`config.mk`:
```
export PLATFORM = sky130hd
export DESIGN_NAME = dlfloat16_cmp_ctrl
export DESIGN_NICKNAME = d
export VERILOG_FILES = /design/src/rtl/dlfloat16_cmp_ctrl.sv
export SDC_FILE = /design/constraint.sdc
export NUM_CORES = 1
export LEC_CHECK = 0
export CAP_MARGIN = 10
export CELL_PAD_IN_SITES_DETAIL_PLACEMENT = 0
export CELL_PAD_IN_SITES_GLOBAL_PLACEMENT = 2
export CORE_ASPECT_RATIO = 1.75
export CORE_MARGIN = 4
export CORE_UTILIZATION = 27
export DETAILED_ROUTE_END_ITERATION = 6
export PLACE_DENSITY_LB_ADDON = 0.1
export SYNTH_ARGS = -nofsm -noshare
export SYNTH_HDL_FRONTEND = slang
export SYNTH_SLANG_ARGS = --single-unit
```
`constraint.sdc`:
```
create_clock -name clk -period 3.4 [get_ports clk]
set_input_delay 0.68 -clock clk [delete_from_list [all_inputs] [get_ports clk]]
set_output_delay 0.68 -clock clk [all_outputs]
set_load 0.01 [all_outputs]
```
`src/rtl/dlfloat16_cmp_ctrl.sv`:
```
`default_nettype none
// ============================================================================
//  Module   : dlfloat16_cmp_ctrl
//  Brief    : Sequencer for a registered DLFloat16 comparator unit. Accepts
//             one min/max/eq/lt/le request at a time, issues it to the
//             comparator, applies NaN / illegal-op handling around the
//             comparator result and presents it on a ready/valid output with
//             OR-accumulated sticky flags.
//  Revision : 1.0 - initial release
// ============================================================================
`timescale 1ns/1ps
module dlfloat16_cmp_ctrl (
  input  logic        clk,
  input  logic        rst_n,
  // request handshake
  input  logic        in_valid,
  output logic        in_ready,
  input  logic [2:0]  op,
  input  logic [15:0] a,
  input  logic [15:0] b,
  // comparator drive
  output logic [15:0] cmp_a1,
  output logic [15:0] cmp_b1,
  output logic [2:0]  cmp_sel,
  output logic [3:0]  cmp_ena,
  // comparator registered result
  input  logic [15:0] cmp_c_out,
  input  logic [4:0]  cmp_exceptions,
  // result handshake
  output logic        out_valid,
  input  logic        out_ready,
  output logic [15:0] out_result,
  output logic [4:0]  out_flags,
  // status
  output logic [4:0]  sticky_flags,
  input  logic        flags_clr,
  output logic        busy
);

  localparam logic [3:0]  c_ENA_ISSUE  = 4'b0110;
  localparam logic [3:0]  c_ENA_OFF    = 4'b0000;
  localparam logic [15:0] c_QNAN       = 16'h7F00;
  localparam logic [4:0]  c_FLAG_INV   = 5'b10000;
  localparam logic [2:0]  c_OP_MIN     = 3'd1;
  localparam logic [2:0]  c_OP_MAX     = 3'd2;
  localparam logic [2:0]  c_OP_LE      = 3'd5;

  typedef enum logic [1:0] {
    S_IDLE  = 2'd0,
    S_ISSUE = 2'd1,
    S_WAIT  = 2'd2,
    S_DONE  = 2'd3
  } state_t;

  state_t      r_state;

  logic        w_a_nan;
  logic        w_b_nan;
  logic        w_op_legal;
  logic        w_op_minmax;
  logic [15:0] w_result;
  logic [4:0]  w_flags;
  logic        w_out_hs;

  assign w_out_hs = out_valid & out_ready;

  // Final result selection from the latched operands and the comparator output
  always_comb begin
    w_a_nan     = (cmp_a1[14:9] == 6'h3F) && (cmp_a1[8:0] != 9'd0);
    w_b_nan     = (cmp_b1[14:9] == 6'h3F) && (cmp_b1[8:0] != 9'd0);
    w_op_legal  = (cmp_sel >= c_OP_MIN) && (cmp_sel <= c_OP_LE);
    w_op_minmax = (cmp_sel == c_OP_MIN) || (cmp_sel == c_OP_MAX);
    // Comparator bits 3:0 carry a result pattern rather than exceptions.
    w_result    = cmp_c_out;
    w_flags     = {cmp_exceptions[4], cmp_exceptions[3:0] & 4'b0000};
    if (!w_op_legal) begin
      w_result = 16'h0000;
      w_flags  = c_FLAG_INV;
    end else if (w_a_nan || w_b_nan) begin
      w_flags = c_FLAG_INV;
      if (w_op_minmax) begin
        if (w_a_nan && w_b_nan) begin
          w_result = c_QNAN;
        end else if (w_a_nan) begin
          w_result = cmp_b1;
        end else begin
          w_result = cmp_a1;
        end
      end else begin
        w_result = 16'h0000;
      end
    end
  end

  // Control FSM with registered handshake, status and comparator-drive outputs
  always_ff @(posedge clk or negedge rst_n) begin
    if (!rst_n) begin
      r_state    <= S_IDLE;
      in_ready   <= 1'b0;
      busy       <= 1'b0;
      cmp_a1     <= 16'h0000;
      cmp_b1     <= 16'h0000;
      cmp_sel    <= 3'd0;
      cmp_ena    <= c_ENA_OFF;
      out_valid  <= 1'b0;
      out_result <= 16'h0000;
      out_flags  <= 5'd0;
    end else begin
      case (r_state)
        S_IDLE: begin
          if (in_valid && in_ready) begin
            cmp_a1   <= a;
            cmp_b1   <= b;
            cmp_sel  <= op;
            cmp_ena  <= c_ENA_ISSUE;
            in_ready <= 1'b0;
            busy     <= 1'b1;
            r_state  <= S_ISSUE;
          end else begin
            in_ready <= 1'b1;
          end
        end
        S_ISSUE: begin
          cmp_ena <= c_ENA_OFF;
          r_state <= S_WAIT;
        end
        S_WAIT: begin
          out_result <= w_result;
          out_flags  <= w_flags;
          out_valid  <= 1'b1;
          r_state    <= S_DONE;
        end
        S_DONE: begin
          if (out_ready) begin
            out_valid <= 1'b0;
            busy      <= 1'b0;
            in_ready  <= 1'b1;
            r_state   <= S_IDLE;
          end
        end
        default: begin
          r_state  <= S_IDLE;
          cmp_ena  <= c_ENA_OFF;
          in_ready <= 1'b0;
          busy     <= 1'b0;
        end
      endcase
    end
  end

  // Sticky flags: a clear coinciding with a handshake keeps only the new flags
  always_ff @(posedge clk or negedge rst_n) begin
    if (!rst_n) begin
      sticky_flags <= 5'd0;
    end else if (w_out_hs) begin
      sticky_flags <= flags_clr ? out_flags : (sticky_flags | out_flags);
    end else if (flags_clr) begin
      sticky_flags <= 5'd0;
    end
  end

endmodule
`default_nettype wire

```
# == After elaboration in Yosys (flattened, before gate mapping) ==
# Index checks and enable logic that the tools add are counted.
# totals
reg_bits,70
word_cells,66
in_bits,61
output_inout_bits,68
# op_classes
n_eq_ne,9
bitwise,2
n_reduce_logical,20
order_cmp,2
n_mux,22
# op_table
op,n
2-to-1 mux 16 bit,5
2-to-1 mux 5 bit,5
nonzero test 9 bit,2
== test 6 bit (second input constant),2
AND reduction 2 bit,5
one-hot mux 2 bit (4 select lines),1
one-hot mux 4 bit (2 select lines),1
nonzero test 2 bit,4
one-hot mux 1 bit (2 select lines),3
logical AND 1 bit,5
OR 5 bit,1
== test 2 bit (second input constant),2
2-to-1 mux 1 bit,4
2-to-1 mux 2 bit,2
2-to-1 mux 4 bit,1
inequality test 2 bit (second input constant),2
== test 3 x 1 -> 1 bit (second input constant),1
== test 3 x 2 -> 1 bit (second input constant),1
greater-or-equal comparator 3 x 1 -> 1 bit (second input constant),1
<= comparator 3 bit (second input constant),1
AND reduction 3 bit,1
== test 2 x 1 -> 1 bit (second input constant),1
logical NOT 2 bit,1
logical OR 1 bit,2
AND 1 bit,1

# == Depth between registers and ports, before layout ==
# logic_depth
depth_word,7
depth_mapped,7
ltp_nobuf,7

# == Least setup slack after synthesis ==
# No wires, ideal clock.
# synth_path
path_type,register to register
start,reg r_state[0]
end,reg out_flags[4]
arrival_time_ns,1.643
path_stages_with_launch,8
synth_period_minus_slack_ns,1.764
path_slack_ns,1.636
n_path_buf,1
setup_time_ns,0.121
required_ns,3.279
path_cell_list,dfrtp_1 inv_1 ha_1 inv_2 a211oi_1 buf_2 nand2_1 o22a_1
# synth_via
elab_chain_cells,1
# synth_rtl
element,line,text
start: declaration,55,state_t r_state;
start signal: assignment,98,r_state <= S_IDLE;
start signal: assignment,118,r_state <= S_ISSUE;
start signal: assignment,125,r_state <= S_WAIT;
== test 2 bit,109,case (r_state)
end signal: assignment,129,out_flags <= w_flags;
end: declaration,33,"output logic [4:0] out_flags,"
# Every way passes these cells.
# A chain may end at the register's enable or synchronous reset.

# == Worst setup path in the final report ==
# layout_path
start,in in_valid
end,reg cmp_a1[7]
# layout_via
elab_chain_cells,2
# layout_rtl
element,line,text
start: declaration,16,"input logic in_valid,"
logical AND 1 bit,111,if (in_valid && in_ready) begin
AND reduction 2 bit (no source line),-,
end signal: assignment,101,cmp_a1 <= 16'h0000;
end signal: assignment,112,cmp_a1 <= a;
end: declaration,22,"output logic [15:0] cmp_a1,"
# Every way passes these cells.

==> impl_metrics.json <==
{
  "status": "finished, final reports clean",
  "tightest_slew_ns": 0.943,
  "worstSkewPairLatency_ns": 0.32,
  "first_pass_iters": 4,
  "antenna_cells": 0,
  "finalHoldViolCount": 0,
  "min_path_type": "reg -> reg",
  "track_usage_pct": 14.9,
  "fin_skew_ns": 0.00461,
  "fillers": 1009,
  "finalWorstSetupSlack_ns": 1.11,
  "synthesis.area_um2": 2860,
  "end_kind": "flop",
  "vias": 2295,
  "grt_pass1_vias": 2402,
  "gr-total-overflow": 0,
  "drtIter0Drc": 31,
  "wl_per_cell_um": 18.6,
  "worst_ir_drop_vdd_mv": 0.430,
  "ys_top_cells_by_area": "dfrtp_1 (52%), mux2_2 (14%), buf_4 (3.2%), nand2_1 (2.2%), a221o_1 (2.1%)",
  "period_needed_ns": 2.29,
  "power.leakage_nw": 1.73,
  "syn2layout_area_growth_pct": 51.6,
  "cts-resized-gates": 0,
  "max_cap_violations": 0,
  "via_per_inst": 4.77,
  "synth_ff_type": "dfrtp_1",
  "post-place-cells": 469,
  "use_met1_pct": 16.2,
  "slew_violations": 0,
  "synth.distinct_cells": 45,
  "routed_wl_mm": 8.97,
  "seqPwrFrac_pct": 34.5,
  "p_int_mw": 2.62,
  "grt_max_degree": 60,
  "ys_seq_elements": 59,
  "p_clk_share_pct": 19.9,
  "setup.worst_path.start_class": "input pin",
  "pwr-share-comb_pct": 45.6,
  "cp_max_fo": 36,
  "synthArstFlopShare_pct": 100,
  "synth-edff-count": 0,
  "cts_hold_buffers": 0,
  "synth_cells": 237,
  "fmax_mhz": 436,
  "critPathKind": "in -> reg",
  "power_switching_mw": 1.39,
  "tns_ns": 0,
  "drive_gt1_share_pct": 18.6,
  "path_clk_slew_ns": 0.05,
  "setup_viol": 0,
  "rows": 49,
  "yosysTopAreaCellShare_pct": 51.7,
  "grt_pass1_wl_mm": 13.6,
  "power.density_nw_per_um2": 927,
  "max-clock-path-buffers": 2,
  "final_nets": 418,
  "rsz0062_at_grt": "no",
  "busiest_layer": "met2",
  "cp_data_arrival_time_ns": 2.49,
  "drc": 0,
  "pin_count": 129,
  "die_w_um": 85.8,
  "switching_share_pct": 34.7,
  "use_met2_pct": 27.3,
  "start_util_pct": 27.7,
  "instances_no_fill": 481,
  "yosysSeqAreaShare_pct": 51.7,
  "post-route-period-util_pct": 67.4,
  "ant_nets": 0,
  "antenna_found_initial": 0,
  "root_buffer": "clkbuf_16",
  "cts.sinks": 59,
  "post-synth-top-area-cell": "dfrtp_1",
  "met3_usage_pct": 3.14,
  "cts_tree": "yes",
  "place.gp.congestion": 0.755,
  "core_area_um2": 10300,
  "numPortBuffers": 114,
  "yosysWarnings": 0,
  "required_ns": 3.60,
  "dp_hpwl_mm": 6.90,
  "dp_slack_ns": 0.688,
  "cts_buffers": 9,
  "post_cts_buffers": 0,
  "avgSynthCellArea_um2": 12.1,
  "fp.dieH_um": 144,
  "die_area_um2": 12400,
  "htree_levels": 3,
  "max-slew-margin-rel_pct": 37.2
}
sequential cells by signal (all words and copies together) (netlist names):
name          count
out_flags         1
out_result       16
out_valid         1
in_ready          1
cmp_b1           16
cmp_ena           1
cmp_sel           3
busy              1
r_state           2
sticky_flags      1
cmp_a1           16
metrics by stage:
stage                     power, mW  hold slack (ns)  util, %  instance area, um^2
after floorplan                2.25            0.384        -                 2890
after global routing           4.29            0.521     42.1                 4330
after detailed placement       3.27            0.479     39.6                 4080
after CTS                      4.10            0.490     42.1                 4330
final                          4.02            0.489     42.1                 4330
after global placement         3.25            0.476     39.6                 4080
cells by family after synthesis:
family,synth area share (%)
AOI/OAI and AO/OA,15.1
DFF,51.7
adders and majority gates,1.75
other,0.131
muxes,13.8
buffers and inverters,5.65
xor gates and xnor gates,1.18
and+or+nand+nor,10.7
layout by cell type, fill, tap and decap left out, types with 2 or more instances in the layout:
master | synthesis | layout
a22o_1 | 2 | 2
a32oi_1 | 5 | 5
inv_1 | 6 | 6
a22oi_1 | 6 | 6
nand3_2 | 2 | 3
mux2_2 | 35 | 35
nand4_1 | 5 | 5
clkbuf_8 | 0 | 2
a221o_1 | 6 | 6
o31ai_1 | 6 | 6
nor2_1 | 5 | 5
nor4_2 | 2 | 2
dfrtp_1 | 59 | 59
nand3_1 | 7 | 6
o211ai_1 | 7 | 7
clkdlybuf4s50_1 | 0 | 113
clkbuf_16 | 0 | 9
nor3_1 | 4 | 4
a21oi_1 | 6 | 6
conb_1 | 1 | 10
nand2_1 | 17 | 17
ha_1 | 4 | 4
o21ai_0 | 11 | 11
buf_4 | 12 | 2
worst paths after layout:
| kind | to | depth (start not counted) | startpoint | slack [ns] |
|---|---|---|---|---|
| worst min register to register | out_result[3] | 2 | out_result[3] | 0.49 |
| worst max-delay path | cmp_a1[7] | 3 | in_valid | 1.11 |
| worst max register to register | cmp_a1[7] | 4 | r_state[0] | 1.13 |
| min in group asynchronous | sticky_flags[4] | 2 | rst_n | 0.51 |
| worst min-delay path | out_result[3] | 2 | out_result[3] | 0.49 |
| max in group asynchronous | out_result[4] | 2 | rst_n | 2.35 |
power groups by stage:
stage	clock network [mW]	registers, mW	logic [mW]
after floorplan	0	1.47	0.783
after global placement	0	1.40	1.86
after detailed placement	0	1.40	1.87
after CTS	0.825	1.40	1.88
after global routing	0.849	1.45	1.99
final	0.798	1.39	1.83
layer usage:
layer  part of all wire, %  vias up  wire (um)
met3                   5.2        9        464
li1                      -     1095          -
met1                    38     1119       3390
met2                    55       72       4940
met5                     0        -          0
met4                   1.9        0        168
Yosys cell counts, drive strengths merged (2+ instances only):
cell type   n
buf        20
a21oi       6
ha          4
mux2       35
nor2        6
nand4       5
nor4        2
o31ai       6
o211ai      7
and2        2
a22oi       7
dfrtp      59
a221o       6
nand2      17
nand3       9
xnor2       2
a32oi       5
inv         7
a22o        2
nor3        5
o21ai      12
worst max-delay path, stage by stage:
cell             delay (ns)
clkdlybuf4s50_1        0.49
nand3_2                0.71
mux2_2                 0.58
final cells by class:
class                           count  area (um^2)  share of cell area [%]
Sequential cell                    59         1480                    34.1
Timing Repair Buffer              116         1150                    26.6
Inverter                            7         26.3                   0.607
Clock buffer                       12          256                    5.92
Tap cell                          127          159                    3.67
Multi-Input combinational cell    160         1260                    29.1
(Power assumes the default switching activity.)
